$ cat src/rtl/sram_port_arbiter.sv
// Shares one asynchronous SRAM port between instruction fetch and the MEM stage.
// MEM has fixed priority; every access ends with a one-cycle ready pulse to its owner.
module sram_port_arbiter #(
  parameter int DATA_W    = 16,
  parameter int ADDR_W    = 16,
  parameter int READ_WAIT = 1,
  parameter int WE_CYCLES = 1
) (
  input  logic              clk,
  input  logic              rst,
  input  logic              if_req,
  input  logic [ADDR_W-1:0] if_addr,
  output logic [DATA_W-1:0] if_rdata,
  output logic              if_ready,
  input  logic              mem_rd,
  input  logic              mem_wr,
  input  logic [ADDR_W-1:0] mem_addr,
  input  logic [DATA_W-1:0] mem_wdata,
  output logic [DATA_W-1:0] mem_rdata,
  output logic              mem_ready,
  output logic              if_stall,
  output logic              mem_stall,
  output logic [ADDR_W-1:0] sram_addr,
  output logic [DATA_W-1:0] sram_dout,
  output logic              sram_doe,
  input  logic [DATA_W-1:0] sram_din,
  output logic              sram_ce_n,
  output logic              sram_oe_n,
  output logic              sram_we_n
);

  localparam int MAX_WAIT = (READ_WAIT > WE_CYCLES) ? READ_WAIT : WE_CYCLES;
  localparam int CNT_W    = (MAX_WAIT > 1) ? $clog2(MAX_WAIT) : 1;
  localparam logic [CNT_W-1:0] RD_LOAD = CNT_W'(READ_WAIT - 1);
  localparam logic [CNT_W-1:0] WE_LOAD = CNT_W'(WE_CYCLES - 1);
  localparam logic [CNT_W-1:0] CNT_ONE = CNT_W'(1);

  typedef enum logic [2:0] {
    ST_IDLE     = 3'd0,
    ST_RD       = 3'd1,
    ST_WR_SETUP = 3'd2,
    ST_WR_PULSE = 3'd3,
    ST_WR_HOLD  = 3'd4,
    ST_DONE     = 3'd5
  } state_t;

  state_t           state_r;
  logic [CNT_W-1:0] cnt_r;
  logic             owner_mem_r;

  // Stalls follow the live request so the hazard unit reacts in the same cycle.
  assign if_stall  = if_req & ~if_ready;
  assign mem_stall = (mem_rd | mem_wr) & ~mem_ready;

  // Access sequencer: arbitration, SRAM strobe timing and completion pulses.
  always_ff @(posedge clk or posedge rst) begin
    if (rst) begin
      state_r     <= ST_IDLE;
      cnt_r       <= '0;
      owner_mem_r <= 1'b0;
      sram_addr   <= '0;
      sram_dout   <= '0;
      sram_doe    <= 1'b0;
      sram_ce_n   <= 1'b1;
      sram_oe_n   <= 1'b1;
      sram_we_n   <= 1'b1;
      if_ready    <= 1'b0;
      mem_ready   <= 1'b0;
      if_rdata    <= '0;
      mem_rdata   <= '0;
    end else begin
      if_ready  <= 1'b0;
      mem_ready <= 1'b0;
      case (state_r)
        ST_IDLE: begin
          // A simultaneous read+write request from MEM is served as a write.
          if (mem_wr) begin
            state_r     <= ST_WR_SETUP;
            owner_mem_r <= 1'b1;
            sram_addr   <= mem_addr;
            sram_dout   <= mem_wdata;
            sram_ce_n   <= 1'b0;
            sram_oe_n   <= 1'b1;
            sram_we_n   <= 1'b1;
            sram_doe    <= 1'b1;
          end else if (mem_rd) begin
            state_r     <= ST_RD;
            owner_mem_r <= 1'b1;
            sram_addr   <= mem_addr;
            sram_ce_n   <= 1'b0;
            sram_oe_n   <= 1'b0;
            sram_doe    <= 1'b0;
            cnt_r       <= RD_LOAD;
          end else if (if_req) begin
            state_r     <= ST_RD;
            owner_mem_r <= 1'b0;
            sram_addr   <= if_addr;
            sram_ce_n   <= 1'b0;
            sram_oe_n   <= 1'b0;
            sram_doe    <= 1'b0;
            cnt_r       <= RD_LOAD;
          end else begin
            state_r <= ST_IDLE;
          end
        end
        ST_RD: begin
          if (cnt_r == '0) begin
            state_r   <= ST_DONE;
            sram_ce_n <= 1'b1;
            sram_oe_n <= 1'b1;
            if (owner_mem_r) begin
              mem_rdata <= sram_din;
              mem_ready <= 1'b1;
            end else begin
              if_rdata <= sram_din;
              if_ready <= 1'b1;
            end
          end else begin
            cnt_r <= cnt_r - CNT_ONE;
          end
        end
        ST_WR_SETUP: begin
          state_r   <= ST_WR_PULSE;
          sram_we_n <= 1'b0;
          cnt_r     <= WE_LOAD;
        end
        ST_WR_PULSE: begin
          if (cnt_r == '0) begin
            state_r   <= ST_WR_HOLD;
            sram_we_n <= 1'b1;
          end else begin
            cnt_r <= cnt_r - CNT_ONE;
          end
        end
        ST_WR_HOLD: begin
          state_r   <= ST_DONE;
          sram_ce_n <= 1'b1;
          sram_doe  <= 1'b0;
          mem_ready <= 1'b1;
        end
        ST_DONE: begin
          state_r <= ST_IDLE;
        end
        default: begin
          state_r   <= ST_IDLE;
          sram_ce_n <= 1'b1;
          sram_oe_n <= 1'b1;
          sram_we_n <= 1'b1;
          sram_doe  <= 1'b0;
        end
      endcase
    end
  end

endmodule

$ cat config.mk
export PLATFORM = sky130hd
export DESIGN_NAME = sram_port_arbiter
export DESIGN_NICKNAME = d
export VERILOG_FILES = /design/src/rtl/sram_port_arbiter.sv
export SDC_FILE = /design/constraint.sdc
export NUM_CORES = 1
export LEC_CHECK = 0
export ABC_AREA = 1
export CAP_MARGIN = 20
export CORE_AREA = 10 10 96 98
export CTS_CLUSTER_DIAMETER = 80
export DETAILED_ROUTE_END_ITERATION = 16
export DIE_AREA = 0 0 106 108
export GPL_ROUTABILITY_DRIVEN = 0
export PLACE_DENSITY = 0.84
export SLEW_MARGIN = 20
export SYNTH_ARGS = -nofsm -noshare
export SYNTH_HDL_FRONTEND = slang
export SYNTH_SLANG_ARGS = --single-unit
$ cat constraint.sdc
create_clock -name clk -period 4.4 [get_ports clk]
set_clock_uncertainty 0.2 [all_clocks]
set_input_delay 0.88 -clock clk [delete_from_list [all_inputs] [get_ports clk]]
set_output_delay 0.88 -clock clk [all_outputs]
set_load 0.01 [all_outputs]
# Word level (Yosys, flattened, before mapping)
# Index checks and enable logic that the tools add are counted.
# op_classes
n_eq_ne	11
addsub	1
n_reduce_logical	18
muxes	30
bitwise_logic	11
# ops
cell	n
16-bit 2-to-1 mux	3
3-bit AND reduction	6
1-bit 2-to-1 mux	17
3-bit one-hot mux with 5 select lines	1
1-bit one-hot mux with 3 select lines	3
2-bit inequality test, second input constant	4
1-bit inverter	8
2-bit AND reduction	4
4-bit OR reduction	2
3-bit by 2-bit == test with 1-bit output, second input constant	2
3-bit == test, second input constant	2
3-bit 2-to-1 mux	2
3-bit nonzero test	2
3-bit OR reduction	2
4-bit inequality test, second input constant	1
1-bit one-hot mux with 2 select lines	2
1-bit one-hot mux with 4 select lines	1
3-bit by 1-bit == test with 1-bit output, second input constant	1
3-bit logical NOT	1
3-bit inequality test, second input constant	1
1-bit bitwise AND	2
2-bit 2-to-1 mux	1
2-bit OR reduction	1
1-bit OR	1
1-bit subtractor, second input constant	1
# word_totals
word_cells	84
ff_bits	75
output_inout_bits	72
inputBits	69

# Longest topological paths before layout
# Gate-level depths: netlist (run 1).
# depth
depth_word	4
depth_mapped	9
mapped_depth_nobuf	7

# Worst setup path before layout (run 1)
# No wires, ideal clock.
# synth_path
kind	input to output
startpoint	in mem_wr
endpoint	out mem_stall
t_required_ns	3.320
n_path_buf	2
setup_slack_ns	1.864
cell_stages	4
arrival_time_ns	1.456
path_cell_list	buf_4 nor2_4 buf_4 nor2_1
# synth_via
elab_chain_len	2
# synth_lines
element	line_no	rtl
start: declaration	16	input logic mem_wr,
1-bit OR	53	assign mem_stall = (mem_rd | mem_wr) & ~mem_ready;
1-bit bitwise AND	53	
end: declaration	22	output logic mem_stall,
# No other way between the ends.

# Worst setup path after layout (run 1)
# layout_path
startpoint	in mem_rd
endpoint	out mem_stall
# layout_via
elab_chain_len	2
# layout_lines
element	line_no	rtl
start: declaration	15	input logic mem_rd,
1-bit OR	53	
1-bit bitwise AND	53	
# No other way between the ends.

==> results of run 1 <==
[cell type report]
class | instances | area, sq um | share of cell area
clock buffer | 10 | 128 | 0.0263
clock inverter | 6 | 90.1 | 0.0185
inverter | 28 | 105 | 0.0216
multi-input combinational | 253 | 1120 | 0.231
sequential | 74 | 1860 | 0.382
tap | 102 | 128 | 0.0263
timing repair buffer | 144 | 1430 | 0.294
[routing by layer]
layer  part of all wire  wire length [microns]  track usage
met1               0.39                   3660        0.188
met2               0.52                   4810        0.288
met3              0.069                    643       0.0488
met4              0.016                    152       0.0706
met5                  0                      0            0
[cells by family after synthesis]
group / after synthesis / share of synthesized area
AND/OR/NAND/NOR: 200 / 0.264
XOR/XNOR: 1 / 0.00271
buffers and inverters: 47 / 0.0782
flip-flops: 74 / 0.574
AO/OA/AOI/OAI: 52 / 0.0813
[power groups by stage]
stage | logic [mW] | registers [mW] | clock network, mW
detailed placement | 1.62 | 1.23 | 0
global placement | 1.57 | 1.21 | 0
CTS | 1.63 | 1.22 | 0.589
global route | 1.76 | 1.26 | 0.621
finish | 1.59 | 1.22 | 0.576
floorplan | 0.691 | 1.34 | 0
[worst min-delay path: cells and delay by family, from the launching register on]
kind          cells  cell delay (ns)
flops             1             0.37
simple gates      2             0.10
[sequential cells by signal, indices dropped and copies added (netlist names)]
| signal | cells |
|---|---|
| if_rdata | 16 |
| mem_rdata | 16 |
| sram_addr | 16 |
| sram_dout | 16 |
| state_r | 3 |
| if_ready | 1 |
| mem_ready | 1 |
| owner_mem_r | 1 |
| sram_ce_n | 1 |
| sram_doe | 1 |
| sram_oe_n | 1 |
| sram_we_n | 1 |
[stage by stage]
stage | hold WS (ns) | utilization | cell area (sq um)
floorplan | 0.267 | - | 3230
global placement | 0.253 | 0.623 | 4640
detailed placement | 0.259 | 0.623 | 4640
CTS | 0.277 | 0.653 | 4860
global route | 0.301 | 0.653 | 4860
finish | 0.271 | 0.653 | 4860
[synthesized netlist by cell type]
library cell | count | area share
nand2_1 | 167 | 0.19
dfrtp_1 | 71 | 0.55
o21ai_0 | 46 | 0.071
inv_1 | 23 | 0.027
nand3_1 | 19 | 0.029
buf_2 | 6 | 0.0093
buf_6 | 5 | 0.017
inv_2 | 5 | 0.0058
nor2_1 | 5 | 0.0058
o21ai_1 | 5 | 0.0077
dfstp_2 | 3 | 0.024
buf_4 | 2 | 0.0046
buf_8 | 2 | 0.0093
clkbuf_1 | 2 | 0.0023
nand2_4 | 2 | 0.0070
nand3_2 | 2 | 0.0062
nor2_4 | 2 | 0.0070
a21boi_0 | 1 | 0.0023
buf_1 | 1 | 0.0012
clkbuf_2 | 1 | 0.0015
nand2_2 | 1 | 0.0019
nand2_8 | 1 | 0.0062
nand3b_4 | 1 | 0.0062
xnor2_1 | 1 | 0.0027
[path summary, 6_finish.rpt]
kind                            startpoint            end
worst max register to register  state_r[1]   sram_addr[6]
worst max-delay path                mem_rd      mem_stall
max in group asynchronous              rst   if_rdata[10]
worst min-delay path             sram_oe_n      sram_oe_n
worst min register to register   sram_oe_n      sram_oe_n
min in group asynchronous              rst  sram_dout[14]
[cell usage in the layout (no fill, tap or decap), drive strengths merged]
cell	count
a21boi	1
buf	4
bufinv	2
clkbuf	10
clkdlybuf4s50	140
clkinv	2
clkinvlp	1
dfrtp	71
dfstp	3
inv	29
nand2	171
nand3	21
nand3b	1
nor2	7
o21ai	51
xnor2	1
==> run summary, run 1 <==
P_leak: 2.38 nW
Hold/Removal Path Class: reg2reg
Largest net degree at the start of global routing: 56
Sw frac: 0.370
Final Critical Period: 3.53 ns
Starting density of the core: 0.434
Startpoint Class: input port
First-iteration detailed-routing DRC count: 98
Seq/Total Area, Yosys: 0.574
Mapped Cells: 374
First-pass GRT wire length: 15400 microns
Place WS: 0.880 ns
YS warnings: 0
PD cells: 696 nW/um^2
Via count: 2914
# diodes: 0
Period utilization: 0.802
CTS tree: done
Share of post-route cells with drive strength above 1: 0.0718
# resized after CTS: 0
Worst R2R Setup Slack: 2.38 ns
Slew headroom: 0.552
Highest Clock Rate: 0.283 GHz
Detailed Place HPWL: 7130 microns
Vias in the first global route: 3015
Crit path max-delay family: buffers and inverters
Clock Sinks: 74
Core area: 7450 sq um
Seq cells post-synth: 74
CP Data Required Time: 3.32 ns
Drt wl/cell: 15.0 microns
H-Tree Depth: 3
Setup slack after layout: 0.870 ns
Crit path max-delay cell type: clkdlybuf4s50_1
CP cell instances: clkdlybuf4s50_1 -> buf_4 -> nor2_4 -> buf_4 -> nor2_1 -> clkdlybuf4s50_1
Arrival @ worst endpoint: 2.45 ns
Seq pwr share: 0.360
Clock Path Buffers: 2
Chip height: 108 microns
TritonCTS buffer count: 9
Syn nets: 443
Port Buf Inserts: 140
Drt first pass iters: 4
CTS Hold Bufs: 0
WL final: 9260 microns
Initial antenna violation count: 0
Comb pwr share: 0.470
Max incr delay on CP: 0.56 ns
Die Wd: 106 microns
Post-CTS Repair Setup Buffers: 0
Max_cap viols: 0
Total Power: 3.39 mW
Placed Instances: 601
Total negative setup slack: 0 ns
Fillers: 648
Avg Cell Area, Syn: 8.64 sq um
Peak VDD IR: 297 uV
Synth unique cells: 24
Setup violators final: 0
FP Rows: 32
Int Pwr: 2.13 mW
CP bufs+invs: 4
DR vias/cell: 4.72
Worst-Margin Slew: 0.672 ns
Max Slew Vio Count: 0
CP Max Fanout: 18
Total grt overflow: 0
Die area: 11400 sq um
Post-synth design cell area: 3230 sq um
Skew-Pair Late Insertion Delay: 0.34 ns
Drc violations: 0
FF-to-FF path depth: 7
Crit path kind: in2out
Clock power share: 0.170
I/O pin cnt: 141
RSZ-0062 raised after global routing: false
Hold depth: 2
Fin. Hold Viols: 0
Root Driver: clkbuf_8
Clock slew at reported path FFs: 0.07 ns
Status: finished, final reports clean
Nets: 579
CP endpoint kind: output pin
Post-route insts no fill: 617
Synthesis-to-layout area growth: 50.4%
Net switching power: 1.25 mW
Worst path depth: 6
Global-route usage over all layers: 0.166
Antenna Nets Post-Route: 0
No activity file was read; power rests on OpenSTA's default activity.
==> run 2: changes to the inputs <==
--- a/config.mk
+++ b/config.mk
@@ -7,12 +7,12 @@
 export LEC_CHECK = 0
 export ABC_AREA = 1
 export CAP_MARGIN = 20
-export CORE_AREA = 10 10 96 98
+export CORE_AREA = 10 10 104 106
 export CTS_CLUSTER_DIAMETER = 80
 export DETAILED_ROUTE_END_ITERATION = 16
-export DIE_AREA = 0 0 106 108
+export DIE_AREA = 0 0 114 116
 export GPL_ROUTABILITY_DRIVEN = 0
-export PLACE_DENSITY = 0.84
+export PLACE_DENSITY = 0.75
 export SLEW_MARGIN = 20
 export SYNTH_ARGS = -nofsm -noshare
 export SYNTH_HDL_FRONTEND = slang
==> constraint.sdc (replaced) <==
create_clock -name clk -period 3.05 [get_ports clk]
set_clock_uncertainty 0.2 [all_clocks]
set_input_delay 0.61 -clock clk [delete_from_list [all_inputs] [get_ports clk]]
set_output_delay 0.61 -clock clk [all_outputs]
set_load 0.01 [all_outputs]
==> run 2 against run 1 <==
Critical path depth down 2. Final area up 0.26%. Final cell count up 0.97%. Total power up 43%. Sequential share of layout area down 0.098 points. Highest routed layer unchanged. Setup slack worse by 0.49 ns. Clock-buffer cell count unchanged. Non-clock buffer count unchanged. Combinational power up 44%. Largest cell class unchanged. Register-to-register slack worse by 1.3 ns. Routed wire length about the same.
==> run summary, run 2 (same netlist as run 1, synthesis figures left out) <==
Worst R2R Setup Slack: 1.09 ns
Initial antenna violation count: 0
RSZ-0062 raised after global routing: false
Dpl cell area: 4660 sq um
Hold/Removal Path Class: reg2reg
Drt wl/cell: 14.9 microns
Highest Clock Rate: 0.374 GHz
Total negative setup slack: 0 ns
Cell area after layout: 4870 sq um
Critical R2R Launch: state_r[1]
P_leak: 2.38 nW
Worst-Margin Slew: 0.575 ns
Nets: 579
CP cell instances: clkdlybuf4s50_1 -> nor2_4 -> nor2_1 -> clkdlybuf4s50_1
DR vias/cell: 4.55
Startpoint Class: input port
WHS Endpoint: sram_ce_n
Slew headroom: 0.616
Post-Route Hold Slack: 0.264 ns
Clock Sinks: 74
Arrival @ worst endpoint: 1.86 ns
Max incr delay on CP: 0.58 ns
I/O pin cnt: 141
Most Frequent Cell on Critical Path: clkdlybuf4s50_1
Starting density of the core: 0.372
CTS tree: done
Total Power: 4.83 mW
Die area: 13200 sq um
TritonCTS buffer count: 9
First-pass GRT wire length: 14600 microns
Final Critical Period: 2.67 ns
Drc violations: 0
Die Wd: 114 microns
Share of post-route cells with drive strength above 1: 0.0738
CP Max Fanout: 2
Most frequent cells in the layout: 167 x nand2_1, 140 x clkdlybuf4s50_1, 71 x dfrtp_1
Via count: 2833
WL final: 9250 microns
Max_cap viols: 0
Most common cell after layout, fill and taps aside: nand2_1
# resized after CTS: 0
Vias in the first global route: 2869
Status: finished, final reports clean
CP bufs+invs: 2
Critical R2R Capture: sram_addr[12]
CP endpoint kind: output pin
Largest net degree at the start of global routing: 75
Core area: 8680 sq um
Crit path kind: in2out
Clock slew at reported path FFs: 0.08 ns
PD cells: 990 nW/um^2
Synthesis-to-layout area growth: 50.8%
CP Data Required Time: 2.24 ns
Root Driver: clkbuf_8
Detailed Place HPWL: 7100 microns
Drt first pass iters: 4
Crit path max-delay family: buffers and inverters
# diodes: 0
Skew-Pair Late Insertion Delay: 0.34 ns
Chip height: 116 microns
Port Buf Inserts: 140
First-iteration detailed-routing DRC count: 123
Total grt overflow: 0
Antenna Nets Post-Route: 0
Hold depth: 2
Global-route usage over all layers: 0.137
FP Rows: 34
Post-CTS Repair Setup Buffers: 0
FF-to-FF path depth: 7
HP Start: sram_ce_n
Peak VDD IR: 318 uV
Fin. Hold Viols: 0
Max Slew Vio Count: 0
Period utilization: 0.876
Setup violators final: 0
Clock Path Buffers: 2
H-Tree Depth: 3
Crit path max-delay cell type: clkdlybuf4s50_1
Post-route insts no fill: 623
Placed Instances: 607
CTS Hold Bufs: 0
-- run 2: per-stage QoR --
stage	setup slack [ns]	utilization
global route	0.335	0.562
detailed placement	0.369	0.537
finish	0.379	0.562
floorplan	0.363	-
global placement	0.373	0.537
CTS	0.369	0.562
-- run 2: cell type report --
cell class	count	area (sq um)
clock buffer	10	138
clock inverter	6	72.6
fill	812	3800
inverter	28	105
multi-input combinational	253	1120
sequential	74	1860
tap	108	135
timing repair buffer	144	1440
-- run 2: where the power goes --
group	switching, mW	total (mW)	internal [mW]
logic	1.14	2.29	1.14
clock network	0.377	0.785	0.409
registers	0.281	1.75	1.47
total	1.80	4.83	3.02
-- run 2: per-layer routing --
layer / vias to the layer above / routed length [microns] / GRT usage
met5: - / 0 / 0
met4: 0 / 154 / 0.0585
met3: 14 / 744 / 0.0517
met2: 85 / 4600 / 0.226
met1: 1298 / 3750 / 0.155
li1: 1436 / - / -
-- run 2: worst max-delay path by stage --
| stage | depth (start not counted) | from | slack, ns | endpoint |
|---|---|---|---|---|
| final | 4 | mem_wr | 0.38 | mem_stall |
| after global routing | 4 | mem_rd | 0.33 | mem_stall |
| after CTS | 4 | mem_wr | 0.37 | mem_stall |
| after detailed placement | 4 | mem_wr | 0.37 | mem_stall |
| after global placement | 4 | mem_rd | 0.37 | mem_stall |
| after floorplan | 1 | rst | 0.36 | if_rdata[0] |
-- run 2: worst register-to-register path, stage by stage (launching register included) --
cell and delay [ns]:
dfrtp_1 0.48, nor2_4 0.15, nand2_4 0.06, inv_2 0.33
nand2_4 0.23, inv_2 0.28, nand2_1 0.10, nand2_1 0.07
==> run 3: changes to the inputs <==
--- a/config.mk
+++ b/config.mk
@@ -8,6 +8,7 @@
 export ABC_AREA = 1
 export CAP_MARGIN = 20
 export CORE_AREA = 10 10 104 106
+export CTS_BUF_LIST = sky130_fd_sc_hd__clkbuf_16
 export CTS_CLUSTER_DIAMETER = 80
 export DETAILED_ROUTE_END_ITERATION = 16
 export DIE_AREA = 0 0 114 116
==> run 3 against run 2 <==
Combinational power barely moved. Critical path type unchanged. Via count rose by 0.56%. Routed wire length increased by 1.1%. Largest cell class unchanged.
==> run summary, run 3 (same netlist as run 1, synthesis figures left out) <==
Status: finished, final reports clean
Port Buf Inserts: 140
Fin. Hold Viols: 0
CP endpoint kind: output pin
Register area: 1860 sq um
Root Driver: clkbuf_16
Share of post-route cells with drive strength above 1: 0.0718
Antenna Nets Post-Route: 0
P_leak: 2.42 nW
CTS Hold Bufs: 0
CP Max Fanout: 2
Max Slew Vio Count: 0
Critical R2R Launch: state_r[1]
Total grt overflow: 0
Starting density of the core: 0.372
Chip height: 116 microns
Synthesis-to-layout area growth: 53.6%
Post-CTS Repair Setup Buffers: 0
Drt wl/cell: 15.0 microns
CP Data Required Time: 2.24 ns
TritonCTS buffer count: 9
Drt first pass iters: 4
Drc violations: 0
Most common cell after layout, fill and taps aside: nand2_1
Max incr delay on CP: 0.57 ns
Final Critical Period: 2.67 ns
Largest net degree at the start of global routing: 75
Initial antenna violation count: 0
Clock Path Buffers: 2
Clock Sinks: 74
Clock slew at reported path FFs: 0.06 ns
Nets: 579
RSZ-0062 raised after global routing: false
Fillers: 799
DR vias/cell: 4.57
Via count: 2849
Crit. Startpoint: mem_wr
PD cells: 1030 nW/um^2
CTS tree: done
Core area: 8680 sq um
Total negative setup slack: 0 ns
Highest Clock Rate: 0.375 GHz
Setup violators final: 0
Die Wd: 114 microns
Crit path max-delay cell type: clkdlybuf4s50_1
Period utilization: 0.875
Slew headroom: 0.613
Global-route usage over all layers: 0.137
Detailed Place HPWL: 7100 microns
I/O pin cnt: 141
CP cell instances: clkdlybuf4s50_1 -> nor2_4 -> nor2_1 -> clkdlybuf4s50_1
First-pass GRT wire length: 14800 microns
Worst-Margin Slew: 0.579 ns
Startpoint Class: input port
Most Frequent Cell on Critical Path: clkdlybuf4s50_1
# diodes: 0
Worst R2R Setup Slack: 1.09 ns
First-iteration detailed-routing DRC count: 101
# resized after CTS: 0
Most frequent cells in the layout: 167 x nand2_1, 140 x clkdlybuf4s50_1, 71 x dfrtp_1
FP Rows: 34
Arrival @ worst endpoint: 1.86 ns
Vias in the first global route: 2910
HP Start: sram_ce_n
Skew-Pair Late Insertion Delay: 0.32 ns
Crit path kind: in2out
Die area: 13200 sq um
Multi-input logic area: 1120 sq um
WL final: 9360 microns
Hold/Removal Path Class: reg2reg
H-Tree Depth: 3
Max_cap viols: 0
Peak VDD IR: 416 uV
Post-route insts no fill: 623
Placed Instances: 607
==> run 3: power breakdown <==
| group | leakage, nW | internal (mW) | switching (mW) |
|---|---|---|---|
| logic | 1.36 | 1.14 | 1.15 |
| registers | 0.914 | 1.47 | 0.282 |
| clock network | 0.144 | 0.639 | 0.409 |
| total | 2.42 | 3.26 | 1.84 |
==> run 3: metal layers <==
| metal | global-route usage | up-vias | share of wire | wire length (microns) |
|---|---|---|---|---|
| met3 | 0.0517 | 11 | 0.074 | 691 |
| met4 | 0.0576 | 0 | 0.018 | 166 |
| met1 | 0.155 | 1323 | 0.41 | 3860 |
| met2 | 0.229 | 80 | 0.50 | 4650 |
| met5 | 0 | - | 0 | 0 |
| li1 | - | 1435 | - | - |
==> run 3: final cells by class <==
type                    instances  share of cell area
well taps                     108              0.0272
clock buffers                   9              0.0454
multi-input cells             253               0.226
clock inverters                 7              0.0154
inverters                      28              0.0212
flip-flops and latches         74               0.374
repair buffers                144               0.291
==> run 3: final timing paths <==
kind                                 endpoint  cells past startpoint
worst max-delay path                mem_stall                      4
worst min-delay path                sram_ce_n                      2
worst max register to register  sram_addr[12]                      7
worst min register to register      sram_ce_n                      2
max in group asynchronous       mem_rdata[12]                      3
min in group asynchronous        if_rdata[10]                      3
==> run 3: critical path: cells and delay by family <==
kind,cells,cell delay [ns]
buf+inv,2,1.09
simple gates,2,0.15
==> run 3: through the flow <==
| stage | setup slack, ns | utilization | cell area [sq um] | hold slack (ns) | total power, mW |
|---|---|---|---|---|---|
| after floorplan | 0.363 | - | 3230 | 0.267 | 2.93 |
| after global placement | 0.373 | 0.537 | 4660 | 0.253 | 4.03 |
| after detailed placement | 0.369 | 0.537 | 4660 | 0.253 | 4.11 |
| after CTS | 0.369 | 0.572 | 4960 | 0.262 | 5.19 |
| after global routing | 0.326 | 0.572 | 4960 | 0.291 | 5.47 |
| final | 0.381 | 0.572 | 4960 | 0.261 | 5.10 |
==> edit (config.mk and constraints of run 1) <==
`DATA_W`: 16 -> 20.
--- a/src/rtl/sram_port_arbiter.sv
+++ b/src/rtl/sram_port_arbiter.sv
@@ -2,5 +2,5 @@
 // MEM has fixed priority; every access ends with a one-cycle ready pulse to its owner.
 module sram_port_arbiter #(
-  parameter int DATA_W    = 16,
+  parameter int DATA_W    = 20,
   parameter int ADDR_W    = 16,
   parameter int READ_WAIT = 1,
Ports: changed (5 resized); port bits go from 141 to 161. No check against the original RTL was run, so the function may have changed too.
==> edit against run 1 <==
- cell count increased by 9.7%
- worst setup slack improved by 0.073 ns
- via count up 13%
- synthesized area rose by 18%
- power increased by 18%
- clock power increased by 14%
- wire length rose by 13%
- sequential share of layout area up 0.16 points
- maximum frequency is 2.1% higher
- core utilization is 10 points higher
- cell area up 16%
- worst hold slack got worse by 0.0064 ns
- sequential cell count is 12 higher
==> edit: results (changes against run 1) <==
Run status
  – Run status: finished, final reports clean

Global route
  – Pin count of the biggest net entering global routing: 64 (+14%)
  – Antenna violations before repair: 0 (unchanged)
  – First-pass GRT wire length: 16.6 mm (+7.8%)
  – All-Layer GR Usage: 18.0% (+1.3 points)
  – Number of global-route vias before repair: 3271 (+8.5%)
  – Met2 Track Usage GR: 29.2% (+0.40 points)
  – GR Layer Usage met3: 7.61% (+2.7 points)
  – Met1 Resource Use GR: 21.7% (+2.9 points)

Yosys
  – Xor and xnor area share after synthesis: 0% (-0.27 points)
  – Compound-Gate Fraction of Synth Area: 11.1% (+3.0 points)
  – Synth Area in Adders: 0% (unchanged)
  – Commonest cells in the netlist: nand2_1 (176), dfrtp_1 (83), o21ai_2 (29)
  – Post-synthesis mux area share: 0% (unchanged)
  – Syn nets: 493 (+11%)
  – Top post-synthesis cells by area: dfrtp_1 (55%), nand2_1 (17%), o21ai_2 (6.7%)
  – Ys async rst share: 100% (unchanged)
  – Library cells used by synthesis: 25 (+4.2%)
  – Register area share after synthesis: 56.7% (-0.68 points)
  – Synthesis Warnings: 0 (unchanged)

Clocking
  – Clk slew on worst S/H paths: 0.08 ns
  – Clk_lat worst skew: 0.35 ns
  – CTS root buffer: clkbuf_8
  – Post_cts resized: 0 (unchanged)
  – Total CTS buffers: 9 (unchanged)
  – CTS max path bufs: 2 (unchanged)
  – Postcts setup bufs: 0 (unchanged)
  – H-tree depth: 3 (unchanged)

Final layout
  – Fillcell total: 569 (-12%)
  – Register area: 2160 um^2 (+16%)
  – Biggest regs: if_rdata (20), mem_rdata (20), sram_dout (20)
  – Share of post-route cells with drive strength above 1: 11.3% (+4.1 points)
  – Nets: 647 (+12%)
  – # diodes: 0 (unchanged)

Hold path
  – HP Class: reg2reg

Detailed routing
  – ANT nets after route: 0 (unchanged)
  – Mean number of vias per cell: 4.88 (+3.2%)
  – Initial DRC Count: 107 (+9.2%)
  – Pre-antenna DRT Iters: 4 (unchanged)
  – Total Wirelength: 10.4 mm (+13%)

Power
  – Worst VDD drop: 374 uV (+26%)
  – Switching Fraction: 36.8% (-0.16 points)
  – Total leakage power: 2.71 nW (+14%)

Placed design
  – Hpwl dp: 7.86 mm (+10%)
  – PortBufs: 160 (+14%)

Critical path
  – CP Data Arrival Time: 2.38 ns (-0.07 ns)
  – CP peak stage delay: 0.50 ns (-0.06 ns)
  – Slowest-stage cell, CP: clkdlybuf4s50_1
  – Crit-path max FO: 18 (unchanged)
  – Kind of cell adding the most delay to the critical path: buffers and inverters

STA
  – Slew margin rel.: 49.2% (-6.0 points)
[edit: worst reg2reg max path, stage by stage (launching register included)]
cell and delay [ns]:
dfrtp_1 0.45, nor2_4 0.16, nand2_2 0.08, clkinv_4 0.16
nand2_1 0.45, nand2_1 0.19, nand2_1 0.08
[edit: power groups by stage]
stage	Combinational, mW	Sequential (mW)	Clock (mW)
after floorplan	0.874	1.57	0
after global placement	1.91	1.39	0
after detailed placement	1.98	1.41	0
after CTS	1.98	1.40	0.667
after global routing	2.14	1.45	0.707
final	1.94	1.40	0.656
[edit: worst paths after layout]
kind,from,endpoint,slack [ns],cells past startpoint
worst max-delay path,mem_rd,mem_stall,0.94,5
worst min-delay path,sram_oe_n,sram_oe_n,0.26,2
worst max register to register,state_r[2],sram_dout[16],2.50,6
worst min register to register,sram_oe_n,sram_oe_n,0.26,2
max in group asynchronous,rst,sram_addr[14],2.48,3
min in group asynchronous,rst,if_rdata[12],0.82,2
[edit: cell type report]
type / count / area share [%]
clock buffers: 11 / 2.34
clock inverters: 5 / 1.91
inverters: 32 / 2.36
multi-input cells: 277 / 23.8
flip-flops and latches: 86 / 38.3
well taps: 102 / 2.27
repair buffers: 164 / 29.0
[edit: through the flow]
stage | hold WS, ns | area [um^2] | worst slack (ns) | std cells
final | 0.265 | 5620 | 0.944 | 677
after global routing | 0.280 | 5620 | 0.892 | 677
after CTS | 0.266 | 5620 | 0.939 | 677
after detailed placement | 0.253 | 5380 | 0.940 | 661
after global placement | 0.253 | 5380 | 0.961 | 661
after floorplan | 0.268 | 3800 | 1.10 | 416
[edit: per-layer routing]
layer | wire [um] | up-vias
met4 | 119 | 0
met1 | 4320 | 1564
met2 | 5100 | 112
met3 | 907 | 10
li1 | - | 1615
met5 | 0 | -
